File: src/rtl/ultrasonic_scheduler.sv
// ultrasonic_scheduler: round-robin trigger/echo timer sharing one ranging engine among several ultrasonic sensors
module ultrasonic_scheduler #(
  parameter int NUM_SENSORS = 4,
  parameter int ID_W = 2,
  parameter int TRIG_CYCLES = 500,
  parameter int CM_CYCLES = 2900,
  parameter int MAX_CM = 400,
  parameter int DIST_W = 9,
  parameter int RISE_TIMEOUT = 100000,
  parameter int HOLDOFF_CYCLES = 3000000
) (
  input  logic                   clock,
  input  logic                   reset,
  input  logic                   enable,
  input  logic [NUM_SENSORS-1:0] echo,
  output logic [NUM_SENSORS-1:0] trig,
  output logic                   result_valid,
  output logic [ID_W-1:0]        result_id,
  output logic [DIST_W-1:0]      result_cm,
  output logic                   result_timeout,
  output logic                   sweep_done,
  output logic                   busy
);
  localparam int MAXC = TRIG_CYCLES > RISE_TIMEOUT
    ? (TRIG_CYCLES > HOLDOFF_CYCLES ? TRIG_CYCLES : HOLDOFF_CYCLES)
    : (RISE_TIMEOUT > HOLDOFF_CYCLES ? RISE_TIMEOUT : HOLDOFF_CYCLES);
  localparam int TW = $clog2(MAXC);
  localparam int SW = $clog2(CM_CYCLES);
  typedef enum logic [2:0] {IDLE, TRIG, WAIT_RISE, MEASURE, HOLDOFF} state_t;
  state_t state;
  logic [TW-1:0] timer;
  logic [SW-1:0] sub;
  logic [DIST_W-1:0] cm;
  logic [ID_W-1:0] sel, sel_next;
  logic [NUM_SENSORS-1:0] echo_m, echo_q;
  logic echo_s, last_id;
  assign echo_s = echo_q[sel];
  assign sel_next = (sel == ID_W'(NUM_SENSORS - 1)) ? '0 : sel + 1'b1;
  assign last_id = sel == ID_W'(NUM_SENSORS - 1);
  assign busy = state != IDLE;
  always_ff @(posedge clock or posedge reset) begin
    if (reset) begin
      state <= IDLE;
      timer <= '0;
      sub <= '0;
      cm <= '0;
      sel <= '0;
      echo_m <= '0;
      echo_q <= '0;
      trig <= '0;
      result_valid <= 1'b0;
      result_id <= '0;
      result_cm <= '0;
      result_timeout <= 1'b0;
      sweep_done <= 1'b0;
    end else begin
      echo_m <= echo;
      echo_q <= echo_m;
      result_valid <= 1'b0;
      sweep_done <= 1'b0;
      case (state)
        IDLE: if (enable) begin
          state <= TRIG;
          timer <= '0;
          trig <= NUM_SENSORS'(1) << sel;
        end
        TRIG: if (timer == TW'(TRIG_CYCLES - 1)) begin
          trig <= '0;
          state <= WAIT_RISE;
          timer <= '0;
        end else timer <= timer + 1'b1;
        WAIT_RISE: if (echo_s) begin
          state <= MEASURE;
          sub <= '0;
          cm <= '0;
        end else if (timer == TW'(RISE_TIMEOUT - 1)) begin
          {result_valid, result_id, result_cm, result_timeout, sweep_done} <= {1'b1, sel, DIST_W'(MAX_CM), 1'b1, last_id};
          state <= HOLDOFF;
          timer <= '0;
        end else timer <= timer + 1'b1;
        MEASURE: if (!echo_s) begin
          {result_valid, result_id, result_cm, result_timeout, sweep_done} <= {1'b1, sel, cm, 1'b0, last_id};
          state <= HOLDOFF;
          timer <= '0;
        end else if (sub == SW'(CM_CYCLES - 1)) begin
          sub <= '0;
          // reaching the range limit ends the shot without waiting for the echo to fall
          if (cm == DIST_W'(MAX_CM - 1)) begin
            {result_valid, result_id, result_cm, result_timeout, sweep_done} <= {1'b1, sel, DIST_W'(MAX_CM), 1'b1, last_id};
            state <= HOLDOFF;
            timer <= '0;
          end else cm <= cm + 1'b1;
        end else sub <= sub + 1'b1;
        HOLDOFF: if (timer == TW'(HOLDOFF_CYCLES - 1)) begin
          sel <= sel_next;
          timer <= '0;
          state <= enable ? TRIG : IDLE;
          trig <= enable ? NUM_SENSORS'(1) << sel_next : '0;
        end else timer <= timer + 1'b1;
        default: state <= IDLE;
      endcase
    end
  end
endmodule

File: config.mk
export PLATFORM = sky130hd
export DESIGN_NAME = ultrasonic_scheduler
export DESIGN_NICKNAME = d
export VERILOG_FILES = /design/src/rtl/ultrasonic_scheduler.sv
export SDC_FILE = /design/constraint.sdc
export NUM_CORES = 1
export LEC_CHECK = 0
export CAP_MARGIN = 25
export CORE_MARGIN = 2
export CORE_UTILIZATION = 45
export CTS_CLUSTER_DIAMETER = 100
export CTS_CLUSTER_SIZE = 25
export DETAILED_ROUTE_END_ITERATION = 10
export GPL_TIMING_DRIVEN = 0
export PLACE_DENSITY_LB_ADDON = 0.12
export SLEW_MARGIN = 20
export SYNTH_ARGS = -nofsm -noshare
export SYNTH_HDL_FRONTEND = slang
export SYNTH_SLANG_ARGS = --single-unit
export TNS_END_PERCENT = 50
File: constraint.sdc
create_clock -name clock -period 3.8 [get_ports clock]
set_input_delay 0.95 -clock clock [delete_from_list [all_inputs] [get_ports clock]]
set_output_delay 0.95 -clock clock [all_outputs]
set_load 0.02 [all_outputs]
### Word level (Yosys, flattened, before mapping)

Cells that the tools add are included.

* output and inout port bits: 19
* bits of input ports: 7
* word-level logic and storage cells: 120
* register bits after elaboration: 74

* add/subtract/negate cells: 4
* reductions and logical operators: 12
* shifts and indexed selects: 2
* order comparisons: 1
* mux-type cells: 66
* equal/unequal tests: 22

Operator list (count)
* $mux W22: 8
* $pmux W22 S5: 1
* $mux W9: 9
* $mux W12: 3
* $pmux W9 S2: 2
* $mux W3: 8
* $pmux W12 S2: 1
* $add A22 B1 Y22 const B: 1
* $eq A22 B17 Y1 const B: 1
* $eq A22 B22 Y1 const B: 1
* $eq A22 B9 Y1 const B: 1
* $ne A2 B2 Y1 const B: 9
* $mux W1: 17
* $mux W4: 4
* $pmux W3 S5: 1
* $reduce_and A5 Y1: 3
* $add A12 B1 Y12 const B: 1
* $eq A12 B12 Y1 const B: 1
* $mux W2: 6
* $pmux W4 S3: 1
* $add A9 B1 Y9 const B: 1
* $eq A9 B9 Y1 const B: 1
* $ne A3 B3 Y1 const B: 3
* $shl A1 B2 Y4 const A: 2
* other kinds (17): 21

### Longest topological paths before layout

Gate-level depths: netlist of run 1.

* depth after elaboration: 6
* mapped depth: 9
* mapped depth without buffers: 7

### Worst setup path before layout of run 1

No wires, ideal clock.

* path kind: reg-to-reg
* start: reg timer[12]
* end: reg timer[12]
* stages on the path, launching flop included: 7
* arrival time: 2395 ps
* buffers on the path: 1
* setup time: 142 ps
* clock period less this slack: 2537 ps
* path slack: 1263 ps
* data required time: 3658 ps
* path through: dfrtp_1 > or4_4 > or4_4 > o211a_1 > nor4_4 > buf_6 > o22ai_1

* word-level cells in the longest chain between the ends: 4
* elaborated cells between the ends (all ways): 9
* those cells by class: add/sub (1); eq/ne (3); mux (5)

RTL lines
* start: declaration: RTL line 31 `logic [TW-1:0] timer;`
* start signal: assignment: RTL line 71 `end else timer <= timer + 1'b1;`
* start signal: assignment: RTL line 80 `end else timer <= timer + 1'b1;`
* start signal: assignment: RTL line 99 `end else timer <= timer + 1'b1;`
* $add A22 B1 Y22 or $eq A22 B17 Y1 (tied branches)
* $mux W22: RTL line 76 `end else if (timer == TW'(RISE_TIMEOUT - 1)) begin`
* $mux W22: RTL line 72 `WAIT_RISE: if (echo_s) begin`
* $pmux W22 S5 *: RTL line 61 `case (state)`

Mark *: on every way between the ends. The rest lies on a longest branch, timed or not. The select of a mux whose other input is x is not followed.
A chain may end at the register's enable or synchronous reset.

### Worst setup path in the final report of run 1

* start: reg cm[0]
* end: reg timer[14]

* word-level cells in the longest chain between the ends: 3

RTL lines
* start: declaration: RTL line 33 `logic [DIST_W-1:0] cm;`
* start signal: assignment: RTL line 92 `end else cm <= cm + 1'b1;`
* $eq A9 B9 Y1: RTL line 88 `if (cm == DIST_W'(MAX_CM - 1)) begin`
* $ne A3 B3 Y1 (no line)
* $reduce_and A5 Y1 (no line)

Every way passes these cells.

==> key figures, run 1 <==
Status
  • Status: complete, no violations

STA
  • Final setup fails: 0
  • Final-report hold violation count: 0
  • Post-route setup TNS: 0 ps
  • RSZ-0062 raised after global routing: no
  • Relative slew margins: about a quarter
  • Tcrit/Tclk final: 90.2%
  • Fmax: 0.292 GHz
  • Slew Limit Fails: 0
  • Worst-Margin Slew: 1140 ps
  • Clk_skew: 11.1 ps
  • Final Critical Period: 3430 ps

Floorplanning
  • Core Area: 0.00859 mm²
  • Die width: 97.6 µm
  • Starting Density: 45.9%
  • Die height: 97.6 µm
  • I/O pin total: 26
  • # rows: 34
  • Die footprint: 0.00953 mm²

Synthesis
  • Post-Syn Instances: about 400
  • Synth area leader: dfrtp_1
  • Seq cells post-synth: 74
  • Synth Warn #: 0
  • FFs w/ async S/R, synth: 100%
  • Synthesized area per cell: 9.94 µm²
  • Post-synth top area share: 46.9%
  • Synthesized Nets: just over 400
  • Synthesized area: between 0.003 and 0.004 mm²
  • Yosys cell types: 65
  • Seq/Total Area, Yosys: 46.9%
  • Main synth FF type: dfrtp_1
  • Top cells by area, synth: dfrtp_1 (47%), mux2i_1 (3.8%), ha_1 (3.2%)
  • EDFF count, synth: 0

Placement
  • Detailed placement HPWL: ~6.3 mm
  • Area post-placement: between 0.004 and 0.005 mm²
  • PortBufs: 25
  • Placed Cells incl. Taps: 531
  • RD Place Congestion: 0.889

Worst setup path
  • R2R Path End: timer[14]$_DFFE_PP0P_
  • R2r setup slk: about 370 ps
  • Critical path type: register to register
  • Crit path max fanout: 10
  • Crit path from: cm[0]$_DFFE_PP0P_
  • Worst r2r path cells: 7
  • CP arrival: 3620 ps
  • Req. time, crit path: 4000 ps
  • Endpoint class of the critical path: register
  • Crit Reg-Reg Startpoint: cm[0]$_DFFE_PP0P_
  • Worst Setup EP: timer[14]$_DFFE_PP0P_
  • CP Launch Type: register

Clock tree
  • Num CTS Buffers: 9
  • # H-tree levels: 3
  • Clock Tree Buf Depth: 2
  • Worst-path clk slew: approximately 80 ps
  • Worst-skew pair later-pin latency: 350 ps
  • Postcts setup bufs: 0
  • Root Buffer: clkbuf_8
  • Cts hold-fix bufs: 0
  • CTS resizes: 0
  • CTS tree: done
  • Clock Sinks: 74

Finish
  • Final std cell area, no fill: around 0.0046 mm²
  • Post-layout util: 53.4%
  • Synth-to-Final Area Change: 16.2%
  • Layout cells sized above 1: around 8.0%
  • Number of fill cells in the layout: 800
  • Nets: between 400 and 500
  • Multi-input gate area: 0.00196 mm²
  • Non-Filler Instances: 546
  • N_diodes: 0
  • Sequential cell area: 0.00185 mm²

Power
  • PwrDens: 338 mW/mm²
  • Final Power: 1.55 mW
  • Pleak: between 2 and 2.5 nW
  • Peak VDD IR: 0.182 mV

Route
  • TritonRoute pass-1 iters: 5
  • Initial DRC Count: 188
  • Final ANT Viol Nets: 0
  • Residual DRC count: 0
  • Vias per inst: between 5 and 6
  • Drt wl/cell: around 16 µm
  • Via count: 3265
  • Final wirelength: 8.96 mm

Worst hold path
  • Min-Delay Path Class: register to register

Global route
  • All-Layer GR Usage: 20.1%
  • Remaining Overflow, GRT: 0
  • First-pass GRT wire length: around 16 mm
  • Initial antenna violation count: 0
  • Vias in the first global route: ~3200
  • Largest net degree at the start of global routing: 42

Run
  • Max-Cap Viols: 0
## flip-flops by register name, indices dropped and copies added, names as in the netlist
signal	cells
cm	9
echo_m	4
sub	12
result_valid	1
trig	4
result_timeout	1
timer	22
result_cm	9
state	3
sweep_done	1
echo_q	4
sel	2
result_id	2
## Yosys cell counts (3+ instances only)
library cell,n
dfrtp_1,74
nand2_1,33
nor2_1,25
nand3_1,19
nor3_1,18
o21ai_0,17
clkbuf_1,16
nand4_1,16
mux2i_1,15
inv_1,12
a22o_1,11
a21oi_1,10
a31oi_1,10
ha_1,10
or3_1,9
and3_1,8
nor4_1,8
mux2_2,6
o22ai_1,5
or4_1,5
o31ai_1,4
xor2_1,4
a211oi_1,3
and2_1,3
nand2b_1,3
xnor2_1,3
## power breakdown
part / total, mW / internal (mW) / switching (mW)
sequential: 0.792 / 0.791 / 0.000955
combinational: 0.0283 / 0.00906 / 0.0193
clock: 0.730 / 0.433 / 0.297
total: 1.55 / 1.23 / 0.317
## cells in the final DEF (no fill, tap or decap), types with 3 or more instances in the layout
master           instances
clkbuf_1                17
nand3_1                 19
or4_1                    5
a211oi_1                 3
mux2_2                   6
or3_1                    9
a22o_1                  11
nor3_1                  18
ha_1                    10
o31ai_1                  4
clkbuf_8                 9
dfrtp_1                 74
o21ai_0                 17
nand2_1                 33
xor2_1                   4
clkdlybuf4s50_1         25
o22ai_1                  5
inv_1                   11
nor4_1                   8
nand4_1                 16
and2_1                   3
bufinv_16                3
nor2_1                  25
mux2i_1                 15
a31oi_1                 10
nand2b_1                 3
a21oi_1                 10
xnor2_1                  3
and3_1                   8
## metrics by stage
| step | worst slack (ps) | hold WS [ps] |
|---|---|---|
| 6_report | 374 | 352 |
| 5_1_grt | 134 | 372 |
| 4_1_cts | 386 | 353 |
| 3_5_place_dp | 388 | 336 |
| 3_3_place_gp | -276 | 334 |
| 2_1_floorplan | 968 | 331 |
## critical path: stages, from the launching register on
cell     delay (ps)
dfrtp_1         420
ha_1            220
nand2_1         110
nor4_1          800
a31oi_1         630
nor4_4          770
buf_6           240
o22ai_1          80
## layer usage
layer  wire length, µm  track usage, %  vias to the layer above  part of all wire, %
li1                  -               -                     1581                    -
met1              4290            28.3                     1591                   48
met2              4230            32.0                       80                   47
met3               320            3.53                       13                  3.6
met4               126            6.09                        0                  1.4
met5                 0               0                        -                    0
## worst min-delay path by stage
| stage | slack, ps | from | cells after the start | endpoint |
|---|---|---|---|---|
| 2_1_floorplan | 330 | echo_m[0]$_DFF_PP0_ | 0 | echo_q[0]$_DFF_PP0_ |
| 3_3_place_gp | 330 | echo_m[2]$_DFF_PP0_ | 0 | echo_q[2]$_DFF_PP0_ |
| 3_5_place_dp | 340 | echo_m[3]$_DFF_PP0_ | 0 | echo_q[3]$_DFF_PP0_ |
| 4_1_cts | 350 | echo_m[3]$_DFF_PP0_ | 0 | echo_q[3]$_DFF_PP0_ |
| 5_1_grt | 370 | echo_m[1]$_DFF_PP0_ | 0 | echo_q[1]$_DFF_PP0_ |
| 6_report | 350 | echo_m[3]$_DFF_PP0_ | 0 | echo_q[3]$_DFF_PP0_ |
## area by class of cell
| cell class | count | share of cell area (%) |
|---|---|---|
| multi-input cells | 291 | 42.8 |
| flip-flops and latches | 74 | 40.4 |
| repair buffers | 26 | 5.89 |
| well taps | 108 | 2.95 |
| clock buffers | 10 | 2.78 |
| clock inverters | 5 | 2.26 |
| plain buffers | 19 | 1.77 |
| inverters | 13 | 1.12 |
## cell families after synthesis
| kind of cell | synth area share (%) |
|---|---|
| simple gates | 23.1 |
| compound gates | 15.6 |
| flops | 46.9 |
| buf+inv | 3.30 |
| mux | 6.37 |
| fa+ha+maj | 3.17 |
| xor+xnor | 1.55 |
(Power assumes the default switching activity.)
==> run 2: changes to the inputs <==
- CORE_ASPECT_RATIO: not set -> 1.1
==> run 2 against run 1 <==
Against the previous run:
- fmax up 5.7%
- non-clock buffer count is the same
- first-iteration DRC count down 8.0%
- worst setup slack gained 180 ps
- critical path depth did not move
- critical path type unchanged
- largest power group unchanged
- highest routed layer unchanged
==> key figures, run 2 (same netlist as run 1, synthesis figures left out) <==
STA
  • Final setup fails: 0 (unchanged)
  • Relative slew margins: 38.8% (+15 points)
  • Clk_skew: 11.4 ps (+0.270 ps)
  • Post-route setup TNS: 0 ps (unchanged)
  • Final Critical Period: 3240 ps (-184 ps)
  • Slew Limit Fails: 0 (unchanged)
  • Hold slack: 352 ps (-0.400 ps)
  • RSZ-0062 raised after global routing: no
  • Fmax: 0.308 GHz (+5.7%)
  • Tcrit/Tclk final: 85.3% (-4.8 points)
  • Final-report hold violation count: 0 (unchanged)
  • Worst setup margin: 557 ps (+184 ps)
  • Worst-Margin Slew: 909 ps (-234 ps)

Finish
  • Layout cells sized above 1: 8.20% (+0.21 points)
  • Final std cell area, no fill: 0.00458 mm² (-0.22%)
  • Nets: 451 (unchanged)
  • Number of fill cells in the layout: 755 (-5.6%)
  • Post-layout util: 54.1% (+0.77 points)
  • Biggest regs: timer x22, sub x12
  • Synth-to-Final Area Change: 15.9%
  • Reg with most FFs: timer
  • Commonest non-fill, non-tap cell in the layout: dfrtp_1
  • Sequential cell area: 0.00185 mm² (unchanged)
  • Non-Filler Instances: 550 (+0.73%)
  • Most frequent cells in the layout: dfrtp_1 (74), nand2_1 (33), nor2_1 (25), clkdlybuf4s50_1 (25), nand3_1 (19)
  • N_diodes: 0 (unchanged)
  • Number of flip-flops in the largest register: 22 (unchanged)
  • Multi-input gate area: 0.00196 mm² (unchanged)

Worst setup path
  • CP arrival: 3440 ps (-180 ps)
  • Worst path max stage delay: 770 ps (-30 ps)
  • R2R Path End: timer[12]$_DFFE_PP0P_
  • Req. time, crit path: 4000 ps (about the same)
  • Worst r2r path cells: 7 (unchanged)
  • Crit Reg-Reg Startpoint: cm[0]$_DFFE_PP0P_
  • Critical path type: register to register
  • R2r setup slk: 560 ps (+180 ps)
  • Slowest CP cell: nor4_1
  • Endpoint class of the critical path: register
  • Crit path max fanout: 10 (unchanged)
  • CP Launch Type: register
  • Critical-path cell list: ha_1, nand2_1, nor4_1, a31oi_1, nor4_4, buf_6, o22ai_1

Clock tree
  • Clock Tree Buf Depth: 2 (unchanged)
  • CTS tree: done
  • Worst-path clk slew: 80 ps (about the same)
  • CTS resizes: 0 (unchanged)
  • Root Buffer: clkbuf_8
  • Postcts setup bufs: 0 (unchanged)
  • Num CTS Buffers: 9 (unchanged)
  • # H-tree levels: 3 (unchanged)
  • Cts hold-fix bufs: 0 (unchanged)
  • Clock Sinks: 74 (unchanged)
  • Worst-skew pair later-pin latency: 350 ps (about the same)

Placement
  • Area post-placement: 0.00436 mm² (about the same)
  • RD Place Congestion: 0.878 (-1.2%)
  • Place WS: 400 ps (+12.8 ps)
  • Placed Cells incl. Taps: 534 (+0.56%)
  • Detailed placement HPWL: 6.24 mm (-1.6%)
  • PortBufs: 25 (unchanged)

Floorplanning
  • Starting Density: 46.7% (+0.77 points)
  • Core Area: 0.00845 mm² (-1.6%)
  • Die width: 93.3 µm (-4.5%)
  • Die footprint: 0.00954 mm² (about the same)
  • I/O pin total: 26 (unchanged)
  • # rows: 35 (+2.9%)
  • Die height: 102 µm (+4.7%)

Route
  • Initial DRC Count: 173 (-8.0%)
  • TritonRoute pass-1 iters: 5 (unchanged)
  • Vias per inst: 5.87 (-1.9%)
  • Final ANT Viol Nets: 0 (unchanged)
  • Residual DRC count: 0 (unchanged)
  • Final wirelength: 8.84 mm (-1.4%)
  • Via count: 3228 (-1.1%)
  • Drt wl/cell: 16.1 µm (-2.1%)

Status
  • Status: complete, no violations

Global route
  • Vias in the first global route: 2945 (-8.9%)
  • Initial antenna violation count: 0 (unchanged)
  • All-Layer GR Usage: 19.5% (-0.65 points)
  • Remaining Overflow, GRT: 0 (unchanged)
  • Largest net degree at the start of global routing: 40 (-4.8%)
  • First-pass GRT wire length: 14.7 mm (-7.0%)

Run
  • Max-Cap Viols: 0 (unchanged)

Power
  • PwrDens: 326 mW/mm² (-3.5%)
  • Final Power: 1.49 mW (-3.8%)
  • Pleak: 2.00 nW (-0.47%)
  • Peak VDD IR: 0.225 mV (+24%)

Worst hold path
  • Min-Delay Path Class: register to register
  • Hold EP: echo_q[0]$_DFF_PP0_
  • Worst Hold Launch: echo_m[0]$_DFF_PP0_
  • Hold depth: 0 (unchanged)
## run 2: metal layers
| layer | global-route usage [%] | part of all wire (%) |
|---|---|---|
| met2 | 32.3 | 49 |
| met5 | 0 | 0 |
| met1 | 25.7 | 46 |
| met4 | 5.09 | 1.3 |
| met3 | 4.94 | 3.6 |
## run 2: worst max path at each step
stage	from	to	slack, ps	cells after the start
floorplan	reset	cm[0]$_DFFE_PP0P_	970	1
global placement	reset	sub[9]$_DFFE_PP0P_	-270	2
detailed placement	enable	timer[14]$_DFFE_PP0P_	400	7
CTS	cm[0]$_DFFE_PP0P_	timer[14]$_DFFE_PP0P_	520	7
global route	cm[0]$_DFFE_PP0P_	timer[12]$_DFFE_PP0P_	210	7
finish	cm[0]$_DFFE_PP0P_	timer[12]$_DFFE_PP0P_	560	7
## run 2: final cells by class
| class | instances | area share [%] |
|---|---|---|
| clock buffer | 10 | 2.79 |
| inverter | 13 | 1.12 |
| tap | 111 | 3.04 |
| timing repair buffer | 26 | 5.91 |
| sequential | 74 | 40.5 |
| clock inverter | 6 | 1.97 |
| multi-input combinational | 291 | 42.9 |
| buffer | 19 | 1.78 |
## run 2: power by group
part	internal (mW)	switching [mW]
Combinational	0.00906	0.0192
Sequential	0.791	0.00117
Clock	0.372	0.299
## run 2: critical path, delay by kind of cell, from the launching register on
kind | cells | cell delay [ps]
buffers and inverters | 1 | 230
adder cells (fa/ha/maj) | 1 | 210
AND/OR/NAND/NOR | 3 | 1630
AO/OA/AOI/OAI | 2 | 610
flip-flops | 1 | 400
